### src/rtl/uart_frame_packer.sv
// uart_frame_packer: assembles the UART byte stream into a frame of NUM_WORDS
// little-endian words and offers it to the network core with valid/ready.
// Byte n of a frame lands at frame_data[8n +: 8] (word n/(WORD_W/8), lane
// n%(WORD_W/8)). A partial frame idle for IDLE_TIMEOUT cycles is discarded.
// Optional feature macro: FRAME_CHECKSUM_EN -- adds a trailing XOR checksum
// byte checked in a CHECK state, reported on chk_err. When the macro is
// undefined chk_err is tied low and no checksum logic exists.
module uart_frame_packer #(
  parameter int NUM_WORDS    = 9,
  parameter int WORD_W       = 32,
  parameter int IDLE_TIMEOUT = 200000
) (
  input  logic                        clk,
  input  logic                        rst_n,
  input  logic                        rx_valid,
  input  logic [7:0]                  rx_byte,
  output logic [NUM_WORDS*WORD_W-1:0] frame_data,
  output logic                        frame_valid,
  input  logic                        frame_ready,
  output logic                        busy,
  output logic                        timeout_err,
  output logic                        overrun_err,
  output logic                        chk_err
);

  localparam int FW    = NUM_WORDS * WORD_W;
  localparam int TOTAL = FW / 8;
  localparam int CW    = $clog2(TOTAL + 1);
  localparam int IW    = (IDLE_TIMEOUT > 1) ? $clog2(IDLE_TIMEOUT + 1) : 1;

  typedef enum logic [1:0] {
    ST_COLLECT = 2'd0,
    ST_HOLD    = 2'd1,
    ST_CHECK   = 2'd2
  } state_t;

  state_t          state_q, state_d;
  logic [CW-1:0]   cnt_q, cnt_d;
  logic [IW-1:0]   idle_q, idle_d;
  logic [IW-1:0]   idle_inc_s;
  logic [FW-1:0]   data_q, data_d;
  logic            accept_s;
  logic            timeout_s;
  logic            overrun_s;

  logic            frame_valid_q, frame_valid_d;
  logic            busy_q, busy_d;
  logic            timeout_err_q, timeout_err_d;
  logic            overrun_err_q, overrun_err_d;

`ifdef FRAME_CHECKSUM_EN
  logic [7:0]      xor_q, xor_d;
  logic            chk_s;
  logic            chk_err_q, chk_err_d;
`endif

  assign idle_inc_s = idle_q + IW'(1);

  // State register plus frame datapath registers (byte counter, idle counter, frame buffer).
  always_ff @(posedge clk) begin
    if (!rst_n) begin
      state_q <= ST_COLLECT;
      cnt_q   <= '0;
      idle_q  <= '0;
      data_q  <= '0;
`ifdef FRAME_CHECKSUM_EN
      xor_q   <= 8'h00;
`endif
    end else begin
      state_q <= state_d;
      cnt_q   <= cnt_d;
      idle_q  <= idle_d;
      data_q  <= data_d;
`ifdef FRAME_CHECKSUM_EN
      xor_q   <= xor_d;
`endif
    end
  end

  // Next-state logic: byte acceptance, idle timeout, hold/handshake and overrun detection.
  always_comb begin
    state_d   = state_q;
    cnt_d     = cnt_q;
    idle_d    = idle_q;
    data_d    = data_q;
    accept_s  = 1'b0;
    timeout_s = 1'b0;
    overrun_s = 1'b0;
`ifdef FRAME_CHECKSUM_EN
    xor_d     = xor_q;
    chk_s     = 1'b0;
`endif
    case (state_q)
      ST_COLLECT: begin
        if (rx_valid) begin
          accept_s = 1'b1;
        end else if (cnt_q != '0) begin
          if (IDLE_TIMEOUT != 0) begin
            if (idle_inc_s == IW'(IDLE_TIMEOUT)) begin
              cnt_d     = '0;
              idle_d    = '0;
              timeout_s = 1'b1;
`ifdef FRAME_CHECKSUM_EN
              xor_d     = 8'h00;
`endif
            end else begin
              idle_d = idle_inc_s;
            end
          end else begin
            idle_d = idle_q;
          end
        end else begin
          idle_d = '0;
        end
      end
`ifdef FRAME_CHECKSUM_EN
      ST_CHECK: begin
        if (rx_valid) begin
          idle_d = '0;
          xor_d  = 8'h00;
          if (rx_byte == xor_q) begin
            state_d = ST_HOLD;
          end else begin
            state_d = ST_COLLECT;
            chk_s   = 1'b1;
          end
        end else if (IDLE_TIMEOUT != 0) begin
          if (idle_inc_s == IW'(IDLE_TIMEOUT)) begin
            state_d   = ST_COLLECT;
            idle_d    = '0;
            timeout_s = 1'b1;
            xor_d     = 8'h00;
          end else begin
            idle_d = idle_inc_s;
          end
        end else begin
          idle_d = idle_q;
        end
      end
`endif
      ST_HOLD: begin
        if (frame_ready) begin
          // Handshake: a byte arriving now starts the next frame.
          state_d  = ST_COLLECT;
          accept_s = rx_valid;
        end else if (rx_valid) begin
          overrun_s = 1'b1;
        end else begin
          overrun_s = 1'b0;
        end
      end
      default: begin
        state_d = ST_COLLECT;
        cnt_d   = '0;
        idle_d  = '0;
      end
    endcase

    if (accept_s) begin
      idle_d = '0;
      for (int n = 0; n < TOTAL; n++) begin
        if (cnt_q == CW'(n)) begin
          data_d[n*8 +: 8] = rx_byte;
        end else begin
          data_d[n*8 +: 8] = data_d[n*8 +: 8];
        end
      end
`ifdef FRAME_CHECKSUM_EN
      xor_d = (cnt_q == '0) ? rx_byte : (xor_q ^ rx_byte);
`endif
      if (cnt_q == CW'(TOTAL - 1)) begin
        cnt_d = '0;
`ifdef FRAME_CHECKSUM_EN
        state_d = ST_CHECK;
`else
        state_d = ST_HOLD;
`endif
      end else begin
        cnt_d = cnt_q + CW'(1);
      end
    end else begin
      idle_d = idle_d;
    end
  end

  // Output decode: next values of the registered status and error outputs.
  always_comb begin
    frame_valid_d = (state_d == ST_HOLD);
    busy_d        = ((state_d == ST_COLLECT) && (cnt_d != '0)) || (state_d == ST_CHECK);
    timeout_err_d = timeout_s;
    overrun_err_d = overrun_s;
`ifdef FRAME_CHECKSUM_EN
    chk_err_d     = chk_s;
`endif
  end

  // Output registers so no input reaches an output combinationally.
  always_ff @(posedge clk) begin
    if (!rst_n) begin
      frame_valid_q <= 1'b0;
      busy_q        <= 1'b0;
      timeout_err_q <= 1'b0;
      overrun_err_q <= 1'b0;
`ifdef FRAME_CHECKSUM_EN
      chk_err_q     <= 1'b0;
`endif
    end else begin
      frame_valid_q <= frame_valid_d;
      busy_q        <= busy_d;
      timeout_err_q <= timeout_err_d;
      overrun_err_q <= overrun_err_d;
`ifdef FRAME_CHECKSUM_EN
      chk_err_q     <= chk_err_d;
`endif
    end
  end

  assign frame_data  = data_q;
  assign frame_valid = frame_valid_q;
  assign busy        = busy_q;
  assign timeout_err = timeout_err_q;
  assign overrun_err = overrun_err_q;
`ifdef FRAME_CHECKSUM_EN
  assign chk_err     = chk_err_q;
`else
  assign chk_err     = 1'b0;
`endif

endmodule

### config.mk
export PLATFORM = sky130hd
export DESIGN_NAME = uart_frame_packer
export DESIGN_NICKNAME = d
export VERILOG_FILES = /design/src/rtl/uart_frame_packer.sv
export SDC_FILE = /design/constraint.sdc
export NUM_CORES = 1
export LEC_CHECK = 0
export ABC_AREA = 1
export BUFFER_PORTS_ARGS = -buffer_cell sky130_fd_sc_hd__buf_2
export CORE_MARGIN = 2
export CORE_UTILIZATION = 35
export DETAILED_ROUTE_END_ITERATION = 7
export SYNTH_ARGS = -nofsm -noshare
export SYNTH_HDL_FRONTEND = slang
export SYNTH_SLANG_ARGS = --single-unit
### constraint.sdc
create_clock -name clk -period 2.05 [get_ports clk]
set_input_delay 0.3075 -clock clk [delete_from_list [all_inputs] [get_ports clk]]
set_output_delay 0.3075 -clock clk [all_outputs]
set_load 0.01 [all_outputs]
==> results of run 1 <==
-- cell type report --
type	instances	area, um^2
well taps	448	561
clock inverters	10	90.1
multi-input cells	1152	5160
fillers	3304	17600
clock buffers	56	1160
flip-flops and latches	318	6380
repair buffers	388	2310
inverters	87	333
-- logic make-up (layout without fill, tap and decap cells) --
kind of cell	Yosys count	in the layout	share of synthesized area
AO/OA/AOI/OAI	322	322	0.136
XOR/XNOR	3	3	0.00219
buffers and inverters	159	541	0.0513
adder cells (fa/ha/maj)	6	6	0.00627
other	1	2	0.000313
flip-flops	318	318	0.532
AND/OR/NAND/NOR	819	819	0.272
-- registers in the layout (all words and copies together), names as in the netlist --
register / flops
state_q: 2
idle_q: 18
cnt_q: 6
timeout_err: 1
overrun_err: 1
frame_valid: 1
busy: 1
frame_data: 288
-- power breakdown --
part / leakage, nW / switching, mW / internal [mW]
registers: 2.57 / 0.0127 / 6.20
clock network: 0.612 / 2.63 / 4.04
logic: 4.74 / 0.336 / 0.109
total: 7.91 / 2.98 / 10.3
-- per-stage QoR --
step	instance area (um^2)	setup TNS [ns]	setup WS, ns
3_3_place_gp	14500	-0.877	-0.0930
3_5_place_dp	14500	-1.67	-0.128
5_1_grt	16000	-2.81	-0.227
6_report	16000	-0.0973	-0.0592
2_1_floorplan	12000	0	0.0664
4_1_cts	15800	-0.0141	-0.0116
-- worst min-delay path: stages --
cell and delay, ns:
buf_2 0.11, inv_1 0.08, nor3_1 0.06
-- routing by layer --
metal / GRT usage / wire (um) / vias up
met5: 0 / 0 / -
met4: 0.0688 / 1000 / 0
li1: - / - / 5869
met1: 0.289 / 18500 / 5418
met2: 0.361 / 18500 / 382
met3: 0.0515 / 2940 / 57
-- worst max path at each step --
stage                     depth (start not counted)    to  startpoint
after global placement                           19  busy   idle_q[0]
after global routing                             16  busy   idle_q[0]
final                                            18  busy   idle_q[0]
after floorplan                                  18  busy   idle_q[1]
after detailed placement                         19  busy   idle_q[0]
after CTS                                        18  busy   idle_q[1]
-- layout by cell type (no fill, tap or decap), drive strengths merged, types with 2 or more instances in the layout --
cell type / synthesis / routed
buf: 22 / 387
dfxtp: 318 / 318
ha: 6 / 6
nand2: 116 / 116
nand3: 25 / 25
o21ai: 292 / 292
nor2: 664 / 664
conb: 1 / 2
a21oi: 26 / 26
o21bai: 2 / 2
inv: 86 / 86
xor2: 2 / 2
clkbuf: 50 / 57
nand4: 6 / 6
clkinvlp: 0 / 4
clkinv: 1 / 6
nand3b: 2 / 2
nor3: 5 / 5
-- repair_timing --
action | CTS | global route
pin swaps | 8 | 20
gates resized for setup | 18 | 42
hold buffers | 0 | 0
gates cloned | 0 | 1
setup buffers | 1 | 4
endpoints found under the hold margin | 0 | 0
setup endpoints to repair | 18 | 54
==> results.cfg, run 1 <==
[run_status]
outcome = finished, violations left
violations = setup timing

[synth]
synthTopCellsByCount = nor2_1, dfxtp_1, o21ai_0
synth_edf_count = 0
syn_area_um2 = 12000
yosys_warnings = 0
synth-main-ff-cell = dfxtp_1
synth_most_common_cell = nor2_1
async_flop_share = 0
yosys.area.top_type = dfxtp_1
synthTopCellsByArea = dfxtp_1, nor2_1, o21ai_0
synth_seq_area_share = 0.532
synth-seq-cells = 318
synth.distinct_cells = 30
synth_cells = 1628
synth_top_area_frac = 0.532
syn_avg_cell_area_um2 = 7.36

[setup_path]
worstPathArrival_ns = 2.53
cp_top_family = simple AND/OR/NAND/NOR gates
r2r_end = busy
r2r_cells = 18
slowest_delay_ns = 0.36
worstReg2RegStart = idle_q[0]
critPathMaxFanout = 7
worst-path-buf-inv = 3
cp_slowest_cell = dfxtp_2
reg2reg_slack_ns = -0.06
cp.required_ns = 2.47
crit_type = reg -> reg
worst_setup_path_start_kind = flop
cp-end-kind = flop
path_cells = buf_6 > inv_4 > nor2_4 > nand2_2 > o21ai_1 > nand2_1 > nor2_1 > nand2_1 > nor2_4 > nand2_4 > nand2_4 > nand2_4 > nand2_2 > nand2_1 > nor2_1 > nand3_1 > nand2_1 > inv_1
cpMostUsedCell = nand2_1

[pwr]
ir_drop_uv = 507
power_mw = 13.3
p_per_area_nw_per_um2 = 833
p_leak_nw = 7.91

[clocking]
cts_tree = done
h-tree-depth = 2
cts-root-buf = clkbuf_16
clk_pin_slew_ns = 0.06
cts_made_buffers = 37
insertion_delay_ns = 0.52
cts.sinks = 318
clockBufferDepth = 3

[sta]
setup_slack_ns = -0.0592
finalCritPeriodShare = 1.03
timing.fmax_mhz = 474
report.final.slew_viol_count = 0
finalHoldViolCount = 0
rsz0062_at_grt = yes
worst_hold_slack_ns = 0.0885
tightest_slew_ns = 0.882
setup_violations = 5
min_period_ns = 2.11
slew_headroom = 0.412
skew_ns = 0.00860

[finish]
post-route-util = 0.476
fin_nets = 2002
stdcell_count = 2459
drive_gt1_frac = 0.263
area_growth_syn_to_layout_pct = 33.6
antennaDiodeCount = 0

[drt]
dr.first_iter.drc_count = 682
wl_per_cell_um = 16.7
detail-route-antenna-nets = 0
vias_per_cell = 4.77
routed_wl_um = 41000
num_vias = 11700
firstDrtPassIters = 5
drc = 0

[placed_design]
place_congestion = 0.840
io_buffers = 303
dp.cells = 2388
hpwl_um = 26900

[worst_hold_path]
hold_end = overrun_err
min_delay_path_depth = 3
hp-start = rx_valid
hold_path.class = in -> reg

[floorplanning]
die_x_um = 189
fp.dieH_um = 189
initial_core_util = 0.356
core_um2 = 33600
num_io_pins = 305
fp-row-count = 67
die_area_um2 = 35700

[global_routing]
grt_max_degree = 244
grt_pass1_wl_um = 62700
track_usage = 0.221
grt_pass1_vias = 11200
antenna_found_initial = 0
grt_remaining_overflow = 0

[run]
cap_violations = 0
Power figures use the tool's default switching activity.
==> run 2: changes to the inputs <==
--- a/config.mk
+++ b/config.mk
@@ -10,6 +10,7 @@
 export CORE_MARGIN = 2
 export CORE_UTILIZATION = 35
 export DETAILED_ROUTE_END_ITERATION = 7
+export GPL_TIMING_DRIVEN = 0
 export SYNTH_ARGS = -nofsm -noshare
 export SYNTH_HDL_FRONTEND = slang
 export SYNTH_SLANG_ARGS = --single-unit
==> run 2 against run 1 <==
Effect of this change: the run still ends with setup timing left; global-route usage increased by 0.88 points; sequential share of layout area decreased by 0.34 points; total power decreased by 2.0%; setup slack got worse by 0.20 ns; worst hold slack improved by 0.053 ns; die area unchanged.
==> results.cfg, run 2 (same netlist as run 1, synthesis figures left out) <==
[run_status]
outcome = finished, violations left
violations = setup timing

[sta]
worst_hold_slack_ns = 0.142
setup_slack_ns = -0.260
finalCritPeriodShare = 1.13
timing.fmax_mhz = 433
setup_violations = 20
tightest_slew_ns = 0.900
rsz0062_at_grt = yes
slew_headroom = 0.400
skew_ns = 0.0155
min_period_ns = 2.31
report.final.slew_viol_count = 0
finalHoldViolCount = 0

[clocking]
cts.sinks = 318
cts_tree = done
clk_pin_slew_ns = 0.06
h-tree-depth = 2
cts_made_buffers = 36
insertion_delay_ns = 0.52
cts-root-buf = clkbuf_16
clockBufferDepth = 3
hold_buffers = 0

[finish]
antennaDiodeCount = 0
largest_reg_flops = 288
mostFrequentLayoutCells = nor2_1, dfxtp_1, buf_2
fin_area_um2 = 16200
layout_commonest_cell = nor2_1
area_growth_syn_to_layout_pct = 35.0
drive_gt1_frac = 0.263
post-route-util = 0.481
fin_nets = 2037

[global_routing]
grt_pass1_wl_um = 64700
track_usage = 0.230
grt_remaining_overflow = 0
grt_max_degree = 14
antenna_found_initial = 0
grt_pass1_vias = 11200

[floorplanning]
core_um2 = 33600
die_area_um2 = 35700
num_io_pins = 305
die_x_um = 189
fp.dieH_um = 189
fp-row-count = 67
initial_core_util = 0.356

[setup_path]
worst_setup_path_start_kind = flop
critPathMaxFanout = 4
cpMostUsedCell = nand2_1
r2r_end = busy
worstPathArrival_ns = 2.72
r2r_cells = 18
cp-end-kind = flop
path_cells = ha_4 > nand3_4 > buf_4 > xor2_2 > inv_1 > nand2_1 > nor2_1 > nand2_1 > nor2_2 > nand2_2 > nand2_2 > nand2_4 > nand2_4 > nand2_1 > nor2_1 > nand3_1 > nand2_1 > inv_1
cp_slowest_cell = dfxtp_4
crit_type = reg -> reg
cp.required_ns = 2.46
reg2reg_slack_ns = -0.26
worstReg2RegStart = idle_q[0]
slowest_delay_ns = 0.37

[placed_design]
placed_cell_area_um2 = 14000
io_buffers = 294
hpwl_um = 29000
place_congestion = 0.872

[drt]
routed_wl_um = 43000
detail-route-antenna-nets = 0
num_vias = 12100
firstDrtPassIters = 5
drc = 0
wl_per_cell_um = 17.2
vias_per_cell = 4.85
dr.first_iter.drc_count = 939

[worst_hold_path]
hold_path.class = in -> reg
min_delay_path_depth = 3
hp-start = rx_valid
hold_end = overrun_err

[pwr]
p_leak_nw = 7.86
p_per_area_nw_per_um2 = 807
sequentialPowerShare = 0.476
clkPwrFrac = 0.489
internal_power_mw = 10.1
switching_power_mw = 2.98
pwr-share-comb = 0.036
ir_drop_uv = 505
swShare = 0.228

[run]
cap_violations = 0
## run 2: changes by cell type in the layout (fill, tap and decap cells not counted), moves of 9 or more
cell      previous run  this run
a21oi_1             24         9
a21oi_2              2        17
buf_1                0        17
buf_4               71        52
clkbuf_1             5        62
nand2_1            103        88
nand2_2              8        20
nor2_1             627       616
nor2_2              23        14
nor2_4              14        34
## run 2: how the worst max path moves through the flow
| stage | start | to | cells after the start |
|---|---|---|---|
| 2_1_floorplan | idle_q[1] | busy | 18 |
| 3_3_place_gp | frame_ready | frame_data[253] | 8 |
| 3_5_place_dp | frame_ready | frame_data[278] | 10 |
| 4_1_cts | idle_q[1] | busy | 19 |
| 5_1_grt | idle_q[10] | busy | 17 |
| 6_report | idle_q[0] | busy | 18 |
## run 2: per-layer routing
metal | GRT usage | vias up | share of wire
met5 | 0 | - | 0
met4 | 0.0718 | 0 | 0.031
met3 | 0.0534 | 88 | 0.074
met2 | 0.373 | 435 | 0.45
met1 | 0.302 | 5644 | 0.44
li1 | - | 5944 | -
## run 2: cell type report
cell class,count,area (um^2)
multi-input combinational,1152,5450
buffer,72,304
timing repair buffer,352,1970
fill,3358,17400
sequential,318,6390
clock buffer,55,1040
inverter,87,337
clock inverter,11,118
tap,448,561
## run 2: timing repair
item | in CTS | in global routing
gates resized for setup | 60 | 91
buffers inserted | 28 | 31
setup endpoints to repair | 316 | 271
endpoints found under the hold margin | 0 | 0
pin swaps | 22 | 35
gates cloned | 0 | 1
## run 2: power by group through the flow
stage                     registers, mW  logic, mW  clock network [mW]
final                              6.21      0.466                6.38
after global routing               6.21      0.504                6.77
after CTS                          6.21      0.442                6.49
after detailed placement           6.35      0.425                   0
after global placement             6.35      0.423                   0
after floorplan                    6.36      0.224                   0
## run 2: critical path: cells and delay by family, from the launching register on
kind	cells	cell delay [ns]
flip-flops	1	0.37
buffers and inverters	3	0.25
XOR/XNOR	1	0.15
AND/OR/NAND/NOR	13	1.23
adder cells (fa/ha/maj)	1	0.17
## run 2: per-stage QoR
stage                     std cells  total power, mW  setup TNS [ns]  setup slack, ns
after detailed placement       2371             6.77         -117.11           -0.628
after floorplan                1629             6.58               0           0.0664
after global routing           2495             13.5           -5.79           -0.405
after CTS                      2465             13.1           -2.16           -0.162
after global placement         2371             6.77         -115.91           -0.609
final                          2495             13.1           -2.85           -0.260
==> run 3: changes to the inputs <==
--- a/config.mk
+++ b/config.mk
@@ -11,6 +11,7 @@
 export CORE_UTILIZATION = 35
 export DETAILED_ROUTE_END_ITERATION = 7
 export GPL_TIMING_DRIVEN = 0
+export REMOVE_ABC_BUFFERS = 1
 export SYNTH_ARGS = -nofsm -noshare
 export SYNTH_HDL_FRONTEND = slang
 export SYNTH_SLANG_ARGS = --single-unit
==> run 3 against run 2 <==
Effect of this change: the run still ends with setup timing left; clock-buffer cell count is the same; cell count shrank 3.7%; clock skew shrank 0.0022 ns; sequential share of layout area grew 1.4 points; setup slack gained 0.13 ns; non-clock buffer count shrank 92; utilization shrank 1.6 points; worst hold slack gained 0.012 ns; sequential power is essentially flat; die area is the same; critical path type unchanged; largest cell class unchanged; largest power group unchanged.
==> results.cfg, run 3 (same netlist as run 1, synthesis figures left out) <==
[floorplanning]
fp-row-count = 67
fp.dieH_um = 189
initial_core_util = 0.356
die_area_um2 = 35700
core_um2 = 33600
num_io_pins = 305
die_x_um = 189

[finish]
largest_reg_flops = 288
fill_cells = 3365
mostFrequentLayoutCells = nor2_1, dfxtp_1, buf_2
seq_area_um2 = 6390
layout_commonest_cell = nor2_1
stdcell_count = 2402
antennaDiodeCount = 0
drive_gt1_frac = 0.253
fin_nets = 1947
area_growth_syn_to_layout_pct = 30.5
multiInputGateArea_um2 = 5340

[global_routing]
grt_pass1_wl_um = 60700
grt_remaining_overflow = 0
antenna_found_initial = 0
met2_usage = 0.342
grt_pass1_vias = 11000
track_usage = 0.211
grt_max_degree = 178
grt.busiest_layer = met2
grtUsageMet3 = 0.0430
met1_usage = 0.278

[clocking]
cts_made_buffers = 36
hold_buffers = 0
cts_tree = done
cts-root-buf = clkbuf_16
insertion_delay_ns = 0.51
clk_pin_slew_ns = 0.06
h-tree-depth = 2
cts.sinks = 318
clockBufferDepth = 3

[sta]
rsz0062_at_grt = yes
timing.fmax_mhz = 458
finalCritPeriodShare = 1.07
skew_ns = 0.0133
setup_violations = 1
min_period_ns = 2.18
finalHoldViolCount = 0
report.final.slew_viol_count = 0
setup_tns_ns = -0.135
tightest_slew_ns = 1.27
setup_slack_ns = -0.135
worst_hold_slack_ns = 0.154
slew_headroom = 0.150

[setup_path]
critPathMaxFanout = 4
worstPathArrival_ns = 2.59
crit_type = reg -> reg
worstReg2RegStart = idle_q[0]
r2r_cells = 18
reg2reg_slack_ns = -0.13
cp.required_ns = 2.45
cp-end-kind = flop
crit_path_start = idle_q[0]
worst_setup_path_start_kind = flop
r2r_end = busy

[drt]
num_vias = 11700
vias_per_cell = 4.85
detail-route-antenna-nets = 0
dr.first_iter.drc_count = 696
firstDrtPassIters = 5
drc = 0
routed_wl_um = 39500
wl_per_cell_um = 16.5

[placed_design]
io_buffers = 303
dp.cells = 2309
place_congestion = 0.844
hpwl_um = 24100

[worst_hold_path]
min_delay_path_depth = 3
hp-start = rx_valid
hold_path.class = in -> reg
hold_end = overrun_err

[pwr]
p_per_area_nw_per_um2 = 825
ir_drop_uv = 502
p_leak_nw = 7.57

[run]
cap_violations = 0

[run_status]
violations = setup timing
outcome = finished, violations left
==> run 3: power breakdown <==
part	internal, mW	switching, mW
Clock	3.75	2.52
Combinational	0.0716	0.338
Sequential	6.20	0.0127
==> run 3: how the worst max path moves through the flow <==
stage / endpoint / slack, ns / cells past startpoint
6_report: busy / -0.13 / 18
5_1_grt: busy / -0.27 / 18
4_1_cts: busy / -0.06 / 18
3_5_place_dp: frame_data[219] / -1.45 / 8
3_3_place_gp: idle_q[7] / -3.50 / 5
2_1_floorplan: frame_data[208] / -0.005 / 6
==> run 3: stage by stage <==
step / power, mW / utilization / setup slack (ns) / instance area (um^2)
after global placement: 6.72 / 0.410 / -3.50 / 13800
final: 12.9 / 0.465 / -0.135 / 15600
after global routing: 13.3 / 0.465 / -0.275 / 15600
after floorplan: 6.45 / - / -0.00457 / 11700
after CTS: 13.0 / 0.455 / -0.0649 / 15300
after detailed placement: 6.73 / 0.411 / -1.45 / 13800
==> run 3: final cells by class <==
type / instances / area share
Clock buffer: 55 / 0.0712
Clock inverter: 8 / 0.00352
Inverter: 87 / 0.0219
Multi-Input combinational cell: 1152 / 0.342
Sequential cell: 318 / 0.409
Tap cell: 448 / 0.0359
Timing Repair Buffer: 332 / 0.116
Timing Repair inverter: 2 / 0.00152
==> run 3: critical path, cell delays in order, from the launching register on <==
cell,delay [ns]
dfxtp_4,0.38
ha_4,0.17
nand3_4,0.11
nor2_4,0.16
nand3_2,0.08
nand2_2,0.07
nand2_2,0.07
nor2_2,0.12
nand2_2,0.08
nor2_4,0.13
nand2_4,0.09
nand2_2,0.09
nand2_4,0.07
nand2_2,0.09
nand2_2,0.05
nor2_2,0.11
nand3_2,0.10
nand2_1,0.08
inv_1,0.03
==> run 3: layer usage <==
layer	wire [um]	share of wire
met1	17700	0.45
met3	2630	0.067
met2	17800	0.45
met4	1370	0.035
met5	0	0
==> run 3: repair_timing <==
item	in CTS	in global routing
gates cloned	0	2
buffers inserted	11	17
setup endpoints to repair	316	114
gates resized for setup	59	59
pin swaps	10	20
